$ cat src/rtl/dac_spi_pkg.sv
// Shared constants and types for the DAC SPI responder.
// Frame field positions, command codes and FSM states.
package dac_spi_pkg;

    localparam int FRAME_BITS = 32;
    localparam int CNT_W      = 6;

    localparam int CMD_MSB  = 27;
    localparam int CMD_LSB  = 24;
    localparam int ADDR_MSB = 23;
    localparam int ADDR_LSB = 20;
    localparam int CODE_MSB = 19;
    localparam int CODE_LSB = 8;
    localparam int REF_BIT  = 0;

    localparam logic [3:0] ADDR_ALL = 4'hF;

    typedef enum logic [3:0] {
        CMD_WR_IN  = 4'h0,
        CMD_UPD    = 4'h1,
        CMD_WR_UPD = 4'h3,
        CMD_SETUP  = 4'h8
    } cmd_e;

    typedef enum logic [1:0] {
        ST_IDLE,
        ST_SHIFT,
        ST_DECODE,
        ST_DRAIN
    } state_e;

endpackage

$ cat src/rtl/dac_spi_frame_shift.sv
// Frame deserialiser: shift register, bit counter and length check.
// len_err is only meaningful while the FSM is in SHIFT.
module dac_spi_frame_shift
    import dac_spi_pkg::*;
(
    input  logic                  clk,
    input  logic                  rst_n,
    input  logic                  cs,
    input  logic                  mosi,
    input  logic                  shift_en,
    input  logic                  start,
    output logic [FRAME_BITS-1:0] frame,
    output logic                  frame_done,
    output logic                  len_err
);

    logic [FRAME_BITS-1:0] shift_q, shift_d;
    logic [CNT_W-1:0]      cnt_q, cnt_d;

    // Next shift/count: a start restarts the count at one captured bit.
    always_comb begin
        shift_d = shift_q;
        cnt_d   = cnt_q;
        if (shift_en) begin
            shift_d = {shift_q[FRAME_BITS-2:0], mosi};
            cnt_d   = start ? CNT_W'(1) : cnt_q + CNT_W'(1);
        end
    end

    // Shift register and bit counter state.
    always_ff @(posedge clk or negedge rst_n) begin
        if (!rst_n) begin
            shift_q <= '0;
            cnt_q   <= '0;
        end else begin
            shift_q <= shift_d;
            cnt_q   <= cnt_d;
        end
    end

    assign frame      = shift_q;
    assign frame_done = (cnt_q == CNT_W'(FRAME_BITS));
    // Early cs rise, or a bit beyond a full frame, is a length error.
    assign len_err    = cs ? !frame_done : frame_done;

endmodule

$ cat src/rtl/dac_spi_rx.sv
// DAC-side SPI responder: frame FSM, command decode and
// per-channel input/output code registers.
module dac_spi_rx
    import dac_spi_pkg::*;
#(
    parameter int NUM_CH = 8,
    parameter int CODE_W = 12
) (
    input  logic                     clk,
    input  logic                     rst_n,
    input  logic                     cs,
    input  logic                     mosi,
    output logic                     ref_en,
    output logic [NUM_CH*CODE_W-1:0] dac_code,
    output logic [NUM_CH-1:0]        upd,
    output logic                     frame_valid,
    output logic                     frame_err,
    output logic                     cmd_err
);

    logic [FRAME_BITS-1:0] frame;
    logic                  frame_done;
    logic                  len_err;
    logic                  sh_en;
    logic                  sh_start;

    dac_spi_frame_shift u_shift (
        .clk        (clk),
        .rst_n      (rst_n),
        .cs         (cs),
        .mosi       (mosi),
        .shift_en   (sh_en),
        .start      (sh_start),
        .frame      (frame),
        .frame_done (frame_done),
        .len_err    (len_err)
    );

    logic [3:0]        cmd;
    logic [3:0]        addr;
    logic [CODE_W-1:0] code;
    logic              addr_ok;
    logic              unused_bits;

    assign cmd         = frame[CMD_MSB:CMD_LSB];
    assign addr        = frame[ADDR_MSB:ADDR_LSB];
    assign code        = frame[CODE_MSB:CODE_LSB];
    assign addr_ok     = (addr == ADDR_ALL) ||
                         ({28'd0, addr} < 32'(NUM_CH));
    assign unused_bits = ^{frame[31:28], frame[7:1]};

    state_e                         state_q, state_d;
    logic [NUM_CH-1:0][CODE_W-1:0]  in_q, in_d;
    logic [NUM_CH-1:0][CODE_W-1:0]  dac_q, dac_d;
    logic                           ref_q, ref_d;
    logic [NUM_CH-1:0]              upd_q, upd_d;
    logic                           fv_q, fv_d;
    logic                           fe_q, fe_d;
    logic                           ce_q, ce_d;
    logic                           is_wr;
    logic                           is_upd;
    logic                           is_wr_upd;
    logic                           is_setup;
    logic                           sel;

    // Frame FSM and command execution into the register file.
    always_comb begin
        state_d   = state_q;
        in_d      = in_q;
        dac_d     = dac_q;
        ref_d     = ref_q;
        upd_d     = '0;
        fv_d      = 1'b0;
        fe_d      = 1'b0;
        ce_d      = 1'b0;
        sh_en     = 1'b0;
        sh_start  = 1'b0;
        sel       = 1'b0;
        is_wr     = (cmd == CMD_WR_IN);
        is_upd    = (cmd == CMD_UPD);
        is_wr_upd = (cmd == CMD_WR_UPD);
        is_setup  = (cmd == CMD_SETUP);
        unique case (state_q)
            ST_IDLE: begin
                if (!cs) begin
                    sh_en    = 1'b1;
                    sh_start = 1'b1;
                    state_d  = ST_SHIFT;
                end
            end
            ST_SHIFT: begin
                if (len_err) begin
                    fe_d    = 1'b1;
                    state_d = cs ? ST_IDLE : ST_DRAIN;
                end else if (cs) begin
                    state_d = ST_DECODE;
                end else begin
                    sh_en = 1'b1;
                end
            end
            ST_DRAIN: begin
                if (cs) state_d = ST_IDLE;
            end
            ST_DECODE: begin
                if (is_setup) begin
                    ref_d = frame[REF_BIT];
                    fv_d  = 1'b1;
                end else if ((is_wr || is_upd || is_wr_upd) && addr_ok) begin
                    fv_d = 1'b1;
                    for (int n = 0; n < NUM_CH; n++) begin
                        sel = (addr == ADDR_ALL) || (addr == 4'(n));
                        if (sel && (is_wr || is_wr_upd)) in_d[n] = code;
                        if (sel && is_upd) dac_d[n] = in_q[n];
                        if (sel && is_wr_upd) dac_d[n] = code;
                        if (sel && (is_upd || is_wr_upd)) upd_d[n] = 1'b1;
                    end
                end else begin
                    ce_d = 1'b1;
                end
                if (!cs) begin
                    sh_en    = 1'b1;
                    sh_start = 1'b1;
                    state_d  = ST_SHIFT;
                end else begin
                    state_d = ST_IDLE;
                end
            end
            default: state_d = ST_IDLE;
        endcase
    end

    // State, register file and registered pulse outputs.
    always_ff @(posedge clk or negedge rst_n) begin
        if (!rst_n) begin
            state_q <= ST_IDLE;
            in_q    <= '0;
            dac_q   <= '0;
            ref_q   <= 1'b0;
            upd_q   <= '0;
            fv_q    <= 1'b0;
            fe_q    <= 1'b0;
            ce_q    <= 1'b0;
        end else begin
            state_q <= state_d;
            in_q    <= in_d;
            dac_q   <= dac_d;
            ref_q   <= ref_d;
            upd_q   <= upd_d;
            fv_q    <= fv_d;
            fe_q    <= fe_d;
            ce_q    <= ce_d;
        end
    end

    assign ref_en      = ref_q;
    assign dac_code    = dac_q;
    assign upd         = upd_q;
    assign frame_valid = fv_q;
    assign frame_err   = fe_q;
    assign cmd_err     = ce_q;

endmodule

$ cat config.mk
export PLATFORM = sky130hd
export DESIGN_NAME = dac_spi_rx
export DESIGN_NICKNAME = d
export VERILOG_FILES = /design/src/rtl/dac_spi_pkg.sv /design/src/rtl/dac_spi_frame_shift.sv /design/src/rtl/dac_spi_rx.sv
export SDC_FILE = /design/constraint.sdc
export NUM_CORES = 1
export LEC_CHECK = 0
export ABC_AREA = 0
export BUFFER_PORTS_ARGS = -buffer_cell sky130_fd_sc_hd__buf_2
export CAP_MARGIN = 20
export CORE_MARGIN = 2
export CORE_UTILIZATION = 40
export DETAILED_ROUTE_END_ITERATION = 12
export PLACE_DENSITY = 0.63
export SLEW_MARGIN = 30
export SYNTH_ARGS = -nofsm -noshare
export SYNTH_HDL_FRONTEND = slang
export SYNTH_SLANG_ARGS = --single-unit
$ cat constraint.sdc
create_clock -name clk -period 2.35 [get_ports clk]
set_clock_uncertainty 0.1 [all_clocks]
set_input_delay 0.47 -clock clk [delete_from_list [all_inputs] [get_ports clk]]
set_output_delay 0.47 -clock clk [all_outputs]
set_load 0.01 [all_outputs]
==> results of run 1 <==
[per-layer routing]
layer | up-vias | track usage | wire length, µm
met3 | 33 | 0.03360 | 1071
met2 | 116 | 0.2850 | 11380
li1 | 3030 | - | -
met5 | - | 0 | 0
met4 | 0 | 0.03592 | 427
met1 | 3271 | 0.2208 | 10060
[sequential cells by signal (all words and copies together), names as in the netlist]
register and count:
dac_code 96, in_q 96, u_shift.frame 28, upd 8, u_shift.cnt_q 6, state_q 2, cmd_err 1, frame_err 1
frame_valid 1, ref_en 1
[power by group through the flow]
stage	clock [mW]	combinational [mW]	sequential (mW)
2_1_floorplan	0	1.67	4.89
3_3_place_gp	0	2.52	5.04
3_5_place_dp	0	2.56	5.06
4_1_cts	4.16	2.57	4.99
5_1_grt	4.33	2.78	5.07
6_report	4.04	2.53	4.99
[cell usage in the layout (no fill, tap or decap), types with 2 or more instances in the layout]
master	netlist	routed
sky130_fd_sc_hd__buf_12	0	9
sky130_fd_sc_hd__a211oi_4	4	4
sky130_fd_sc_hd__ha_1	5	5
sky130_fd_sc_hd__or4b_4	4	4
sky130_fd_sc_hd__dfrtp_1	240	239
sky130_fd_sc_hd__inv_1	97	97
sky130_fd_sc_hd__nor3_2	2	2
sky130_fd_sc_hd__buf_2	8	110
sky130_fd_sc_hd__nor3_1	2	2
sky130_fd_sc_hd__o21ai_0	84	84
sky130_fd_sc_hd__o211ai_1	3	3
sky130_fd_sc_hd__mux2_1	10	10
sky130_fd_sc_hd__and2_1	2	2
sky130_fd_sc_hd__mux2_2	194	194
sky130_fd_sc_hd__or4_1	3	3
sky130_fd_sc_hd__clkinv_2	0	3
sky130_fd_sc_hd__xnor2_1	4	4
sky130_fd_sc_hd__and4_1	2	2
sky130_fd_sc_hd__nor2_1	3	3
sky130_fd_sc_hd__clkbuf_8	0	4
sky130_fd_sc_hd__a21oi_1	3	3
sky130_fd_sc_hd__buf_4	7	58
sky130_fd_sc_hd__clkbuf_16	0	28
sky130_fd_sc_hd__clkbuf_1	30	7
sky130_fd_sc_hd__nor4b_1	3	3
sky130_fd_sc_hd__nand2_1	20	19
sky130_fd_sc_hd__nand4_1	3	3
sky130_fd_sc_hd__nand2b_1	3	3
sky130_fd_sc_hd__a211o_1	4	4
sky130_fd_sc_hd__mux2_4	30	30
sky130_fd_sc_hd__nand3_1	4	4
[metrics by stage]
| stage | cell area (µm²) | instances | util | worst slack, ns |
|---|---|---|---|---|
| global route | 12700 | 1303 | 0.4902 | 0.02547 |
| CTS | 12700 | 1303 | 0.4901 | 0.1300 |
| global placement | 11830 | 1256 | 0.4566 | 0.1634 |
| floorplan | 10480 | 793 | - | 0.06616 |
| finish | 12700 | 1303 | 0.4902 | 0.1416 |
| detailed placement | 11830 | 1256 | 0.4566 | 0.1384 |
[worst min-delay path by stage]
stage / cells past startpoint / end / from
CTS: 2 / u_shift.frame[0] / mosi
global route: 2 / u_shift.frame[0] / mosi
floorplan: 0 / cmd_err / rst_n
detailed placement: 1 / dac_code[77] / rst_n
global placement: 1 / upd[6] / rst_n
finish: 2 / u_shift.frame[0] / mosi
[repair_timing]
| action | CTS | global route |
|---|---|---|
| hold buffers | 1 | 0 |
| hold endpoints to repair | 56 | 0 |
| endpoints found under the setup margin | 0 | 27 |
| gates resized for setup | 0 | 1 |
[cell type report]
class / instances / area share
Multi-Input combinational cell: 406 / 0.3040
Timing Repair Buffer: 179 / 0.09377
Inverter: 97 / 0.02866
Tap cell: 335 / 0.03300
Sequential cell: 240 / 0.4729
Clock buffer: 39 / 0.06156
Clock inverter: 7 / 0.006107
[cells by family (layout without fill, tap and decap cells)]
| group | after synthesis | after routing | synth area share |
|---|---|---|---|
| AOI/OAI and AO/OA | 101 | 101 | 0.05661 |
| xor gates and xnor gates | 5 | 5 | 0.004180 |
| adders and majority gates | 5 | 5 | 0.005972 |
| buffers and inverters | 147 | 322 | 0.05900 |
| DFF | 240 | 240 | 0.5733 |
| muxes | 235 | 235 | 0.2632 |
| and+or+nand+nor | 60 | 60 | 0.03774 |
[critical path: cells and delay by family, from the launching register on]
family	cells	cell delay, ns
muxes	1	0.39
DFF	1	0.48
AOI/OAI and AO/OA	1	0.52
and+or+nand+nor	1	0.60
==> qor_table.md, run 1 <==
| Step | Metric | This run |
| --- | --- | --- |
| worst setup path | Crit Path Max Fanout | 12 |
| cells and area | Area of combinational cells with multiple inputs | 0.003861 mm² |
| worst setup path | Worst R2R End | in_q[50] |
| timing | Fraction of the cycle the final worst path needs | 0.9397 |
| yosys | Main flop type after synthesis | sky130_fd_sc_hd__dfrtp_1 |
| worst setup path | R2R cell count | 3 |
| power and ir drop | Power share of the clock group | 0.350 |
| detailed routing | Via density per instance | 4.950 |
| yosys | Mapped Cells | 793 |
| yosys | Number of flops mapped to enable cells by yosys | 0 |
| detailed routing | DRC viols | 0 |
| yosys | Proportion of synthesized chip area in sequential cells | 0.5733 |
| placement | Count of buffers inserted at the top-level ports | 111 |
| yosys | Synthesized flop and latch total | 240 |
| worst setup path | CP max stage cell | sky130_fd_sc_hd__or4b_4 |
| worst setup path | Setup crit start | u_shift.frame[23] |
| timing | Summed negative setup slack over all endpoints | 0 ns |
| worst setup path | Crit Reg-Reg Startpoint | u_shift.frame[23] |
| detailed routing | Detailed-route via count | 6,450 |
| yosys | Top-count cell post-synth | sky130_fd_sc_hd__dfrtp_1 |
| worst setup path | Largest stage delay on the critical path | 0.60 ns |
| die | Chip Width | 165.8 µm |
| worst setup path | Category of the most critical setup path | reg -> reg |
| worst setup path | Endpoint kind of the worst setup timing path | register |
| clock network | Number of H-tree branching levels | 1 |
| clock network | Root cell of the clock tree | sky130_fd_sc_hd__clkbuf_16 |
| clock network | Clock latency at the later pin of the worst-skew pair | 0.55 ns |
| yosys | Leading cell types by total area after synthesis | sky130_fd_sc_hd__dfrtp_1 (57%), sky130_fd_sc_hd__mux2_2 (21%), sky130_fd_sc_hd__mux2_4 (4.3%) |
| yosys | Proportion of netlist area held by the largest area contributor | 0.5733 |
| timing | Worst Max-Slew Pin Slew | 0.5344 ns |
| grt | Antenna violations before repair | 0 |
| die | IO Pins | 112 |
| worst setup path | Critical path data required time | 2.66 ns |
| yosys | FFs w/ async S/R, synth | 1.000 |
| yosys | Yosys top cell by area | sky130_fd_sc_hd__dfrtp_1 |
| power and ir drop | Comb pwr share | 0.219 |
| power and ir drop | Leakage power summed over all cells | 6.557 nW |
| power and ir drop | Switching portion of total power | 0.2952 |
| die | Area of the core | 0.02591 mm² |
| power and ir drop | Sw Pwr | 3.414 mW |
| yosys | Number of synthesis warnings | 0 |
| grt | First-pass GRT wire length | 36.91 mm |
| cells and area | Fraction of final layout cells sized beyond drive strength 1 | 0.4731 |
| timing | Final setup viols | 0 |
| worst hold path | Hold Crit Class | in -> reg |
| worst setup path | Worst reg2reg setup slack | 0.14 ns |
| grt | Sum of overflow across all layers after global routing | 0 |
| worst setup path | Destination of the critical timing path | in_q[50] |
| timing | Final number of max-transition violations | 0 |
| power and ir drop | Worst IR Drop VDD | 0.6417 mV |
| clock network | Number of sinks handled by clock tree synthesis | 240 |
| die | Vertical extent of the die | 165.8 µm |
| power and ir drop | Overall power | 11.57 mW |
| die | Effective utilization at floorplan | 0.4043 |
| grt | Via count of the first global-routing pass | 6,570 |
| timing | Max Fclk | 0.4528 GHz |
| timing | Final count of hold timing violations | 0 |
| yosys | Post-synthesis instance area | 0.01048 mm² |
| detailed routing | Number of DRC markers in iteration 0 | 330 |
| cells and area | Count of fill cells added during filler insertion | 2,286 |
| clock network | CTS tree | built |
| timing | Hold slack | 0.07769 ns |
| timing | Setup repair after global routing missed its margin | false |
| power and ir drop | Part of the power in registers | 0.432 |
| detailed routing | Overall routed net length | 22.94 mm |
| die | Total number of placement rows | 59 |
| detailed routing | Detail Route Antenna Nets | 0 |
| timing | Time the final worst path needs with I/O delays and setup | 2.208 ns |
| power and ir drop | Power density over the cells | 910.6 mW/mm² |
| grt | Global-route total usage across every layer | 0.1668 |
| cells and area | Synth-to-layout area growth | 21.25% |
| yosys | Most numerous cell types in the synthesized netlist | sky130_fd_sc_hd__dfrtp_1 (240), sky130_fd_sc_hd__mux2_2 (194), sky130_fd_sc_hd__inv_1 (97), sky130_fd_sc_hd__o21ai_0 (84) |
| detailed routing | Pre-Repair DR Iteration Count | 5 |
| yosys | Syn Nets | 802 |
| worst setup path | Worst Path Arrival | 2.52 ns |
| die | Die outline area | 0.02750 mm² |
| cells and area | Final net count | 961 |
| placement | HPWL after detailed placement | 15.86 mm |
| power and ir drop | Internal cell power | 8.152 mW |
| worst setup path | Cell breakdown of the critical path | or4b_4 > a211o_1 > mux2_1 |
| grt | Pin count of the biggest net entering global routing | 64 |
| detailed routing | Routed wire per std cell | 17.60 µm |
| cells and area | Flip-flop and latch area | 0.006007 mm² |
| run | # Max-Cap Violations | 0 |
| clock network | TritonCTS Buffers | 28 |
| clock network | Clock slew seen by the registers of the worst setup and hold paths | 0.06 ns |
| clock network | Post-CTS Setup Bufs | 0 |
| cells and area | Inserted Diodes | 0 |
| yosys | Post-synth cell types | 43 |
| timing | Max transition margin | 0.6437 |
| worst setup path | Startpoint type of the worst setup path | register |
| clock network | Buffers from clock root to sink, at most | 3 |
| yosys | Mean area per synthesized cell | 13.21 µm² |
| outcome | Run status | completed |
| placement | Final estimated routing congestion in global placement | 0.7323 |
Note: power is estimated with default switching activity, not from simulation.
==> run 2: changes to the inputs <==
- BUFFER_PORTS_ARGS: -buffer_cell sky130_fd_sc_hd__buf_2 -> -buffer_cell sky130_fd_sc_hd__buf_4
==> run 2 against run 1 <==
Against the previous run: critical path depth increased by 1; first-iteration DRC count increased by 12%; combinational power increased by 2%; cell count decreased by 0.61%; via count decreased by 1.5%.
==> qor_table.md, run 2 (synthesis results as in run 1) <==
| Step | Metric | This run |
| --- | --- | --- |
| worst setup path | Setup crit start | state_q[1] |
| clock network | TritonCTS Buffers | 26 |
| cells and area | Commonest non-fill, non-tap cells in the layout | sky130_fd_sc_hd__dfrtp_1 (239), sky130_fd_sc_hd__mux2_2 (194), sky130_fd_sc_hd__buf_4 (160) |
| timing | Setup repair after global routing missed its margin | true |
| timing | Final setup viols | 0 |
| cells and area | Leading cell type in the layout, fill and taps excluded | sky130_fd_sc_hd__dfrtp_1 |
| detailed routing | Pre-Repair DR Iteration Count | 4 |
| die | Die outline area | 0.02750 mm² |
| detailed routing | Number of DRC markers in iteration 0 | 370 |
| die | Total number of placement rows | 59 |
| timing | Max Fclk | 0.4475 GHz |
| worst setup path | Worst Path Arrival | 2.53 ns |
| timing | Summed negative setup slack over all endpoints | 0 ns |
| worst hold path | Launch instance of the worst min-delay path | cs |
| clock network | Number of H-tree branching levels | 1 |
| timing | Hold slack | 0.05735 ns |
| detailed routing | Detail Route Antenna Nets | 0 |
| clock network | Clock slew seen by the registers of the worst setup and hold paths | 0.06 ns |
| worst setup path | Crit Path Max Fanout | 12 |
| detailed routing | Routed wire per std cell | 17.97 µm |
| grt | Antenna violations before repair | 0 |
| grt | Via count of the first global-routing pass | 6,669 |
| clock network | Root cell of the clock tree | sky130_fd_sc_hd__clkbuf_16 |
| power and ir drop | Worst IR Drop VDD | 0.4756 mV |
| timing | Fraction of the cycle the final worst path needs | 0.9508 |
| timing | Final count of hold timing violations | 0 |
| detailed routing | DRC viols | 0 |
| clock network | CTS tree | built |
| cells and area | Finished Cell Area | 0.01288 mm² |
| detailed routing | Detailed-route via count | 6,352 |
| clock network | Buffers from clock root to sink, at most | 3 |
| clock network | Number of sinks handled by clock tree synthesis | 240 |
| timing | Time the final worst path needs with I/O delays and setup | 2.234 ns |
| cells and area | Flip-flop and latch area | 0.006007 mm² |
| die | Effective utilization at floorplan | 0.4043 |
| worst setup path | Critical path data required time | 2.65 ns |
| cells and area | Area of combinational cells with multiple inputs | 0.003865 mm² |
| worst hold path | Worst-case hold path end point | state_q[0] |
| detailed routing | Via density per instance | 4.905 |
| timing | Final number of max-transition violations | 0 |
| die | Chip Width | 165.8 µm |
| cells and area | Synth-to-layout area growth | 22.92% |
| grt | Sum of overflow across all layers after global routing | 0 |
| power and ir drop | Power density over the cells | 888.9 mW/mm² |
| run | # Max-Cap Violations | 0 |
| cells and area | Count of fill cells added during filler insertion | 2,249 |
| die | Area of the core | 0.02591 mm² |
| placement | Count of buffers inserted at the top-level ports | 111 |
| worst hold path | Hold Crit Class | in -> reg |
| die | Vertical extent of the die | 165.8 µm |
| grt | First-pass GRT wire length | 37.83 mm |
| timing | Max transition margin | 0.5739 |
| worst setup path | Worst R2R End | in_q[72] |
| worst setup path | R2R cell count | 4 |
| power and ir drop | Overall power | 11.45 mW |
| cells and area | Fraction of final layout cells sized beyond drive strength 1 | 0.4656 |
| outcome | Run status | completed |
| clock network | Clock latency at the later pin of the worst-skew pair | 0.53 ns |
| placement | Cell area reported after detailed placement | 0.01203 mm² |
| detailed routing | Overall routed net length | 23.27 mm |
| worst setup path | Startpoint type of the worst setup path | register |
| worst setup path | Endpoint kind of the worst setup timing path | register |
| worst hold path | Worst Hold Path Cells | 2 |
| power and ir drop | Leakage power summed over all cells | 6.491 nW |
| timing | Worst Max-Slew Pin Slew | 0.6371 ns |
| cells and area | Final net count | 951 |
| worst setup path | Crit Reg-Reg Startpoint | state_q[1] |
| clock network | Post-CTS Setup Bufs | 0 |
| placement | HPWL after detailed placement | 16.02 mm |
| worst setup path | Worst reg2reg setup slack | 0.12 ns |
| die | IO Pins | 112 |
| placement | Final estimated routing congestion in global placement | 0.7788 |
| grt | Global-route total usage across every layer | 0.1720 |
| worst setup path | Category of the most critical setup path | reg -> reg |
| grt | Pin count of the biggest net entering global routing | 72 |
| cells and area | Inserted Diodes | 0 |
## run 2: final cells by class
class                           count  area share
Sequential cell                   240      0.4665
Clock inverter                      5    0.004081
Inverter                           97     0.02827
Clock buffer                       41     0.05966
Multi-Input combinational cell    406      0.3001
Tap cell                          335     0.03255
Timing Repair Buffer              171      0.1088
## run 2: worst max path at each step
stage / end / cells after the start / slack [ns]
final: in_q[72] / 4 / 0.12
after floorplan: u_shift.frame[0] / 9 / 0.07
after CTS: in_q[78] / 4 / 0.09
after global routing: u_shift.frame[6] / 9 / -0.01
after global placement: in_q[81] / 4 / 0.12
after detailed placement: in_q[72] / 4 / 0.11
## run 2: where the power goes
group / internal, mW / switching, mW
Clock: 2.34 / 1.57
Combinational: 1.12 / 1.45
Sequential: 4.60 / 0.367
## run 2: metrics by stage
stage                 util  worst slack [ns]  instances
floorplan                -           0.06616        793
global placement    0.4644            0.1213       1248
detailed placement  0.4644            0.1121       1248
CTS                 0.4965           0.09490       1295
global route        0.4970          -0.01052       1295
finish              0.4970            0.1156       1295
## run 2: routing by layer
layer  up-vias  wire (µm)  GRT usage  share of wire
met2       121      11280     0.2892           0.48
met4         0        532    0.04839          0.023
li1       2997          -          -              -
met5         -          0          0              0
met1      3197      10430     0.2307           0.45
met3        37       1022    0.02955          0.044
## run 2: critical path, stage by stage, from the launching register on
cell	delay, ns
sky130_fd_sc_hd__dfrtp_1	0.43
sky130_fd_sc_hd__or4b_4	0.63
sky130_fd_sc_hd__nor4b_2	0.29
sky130_fd_sc_hd__buf_4	0.28
sky130_fd_sc_hd__mux2_2	0.37
## run 2: what timing repair did
item | 4_1_cts | 5_1_grt
hold buffers | 1 | 0
endpoints found under the setup margin | 0 | 20
endpoints found under the hold margin | 56 | 0
gates resized for setup | 0 | 3
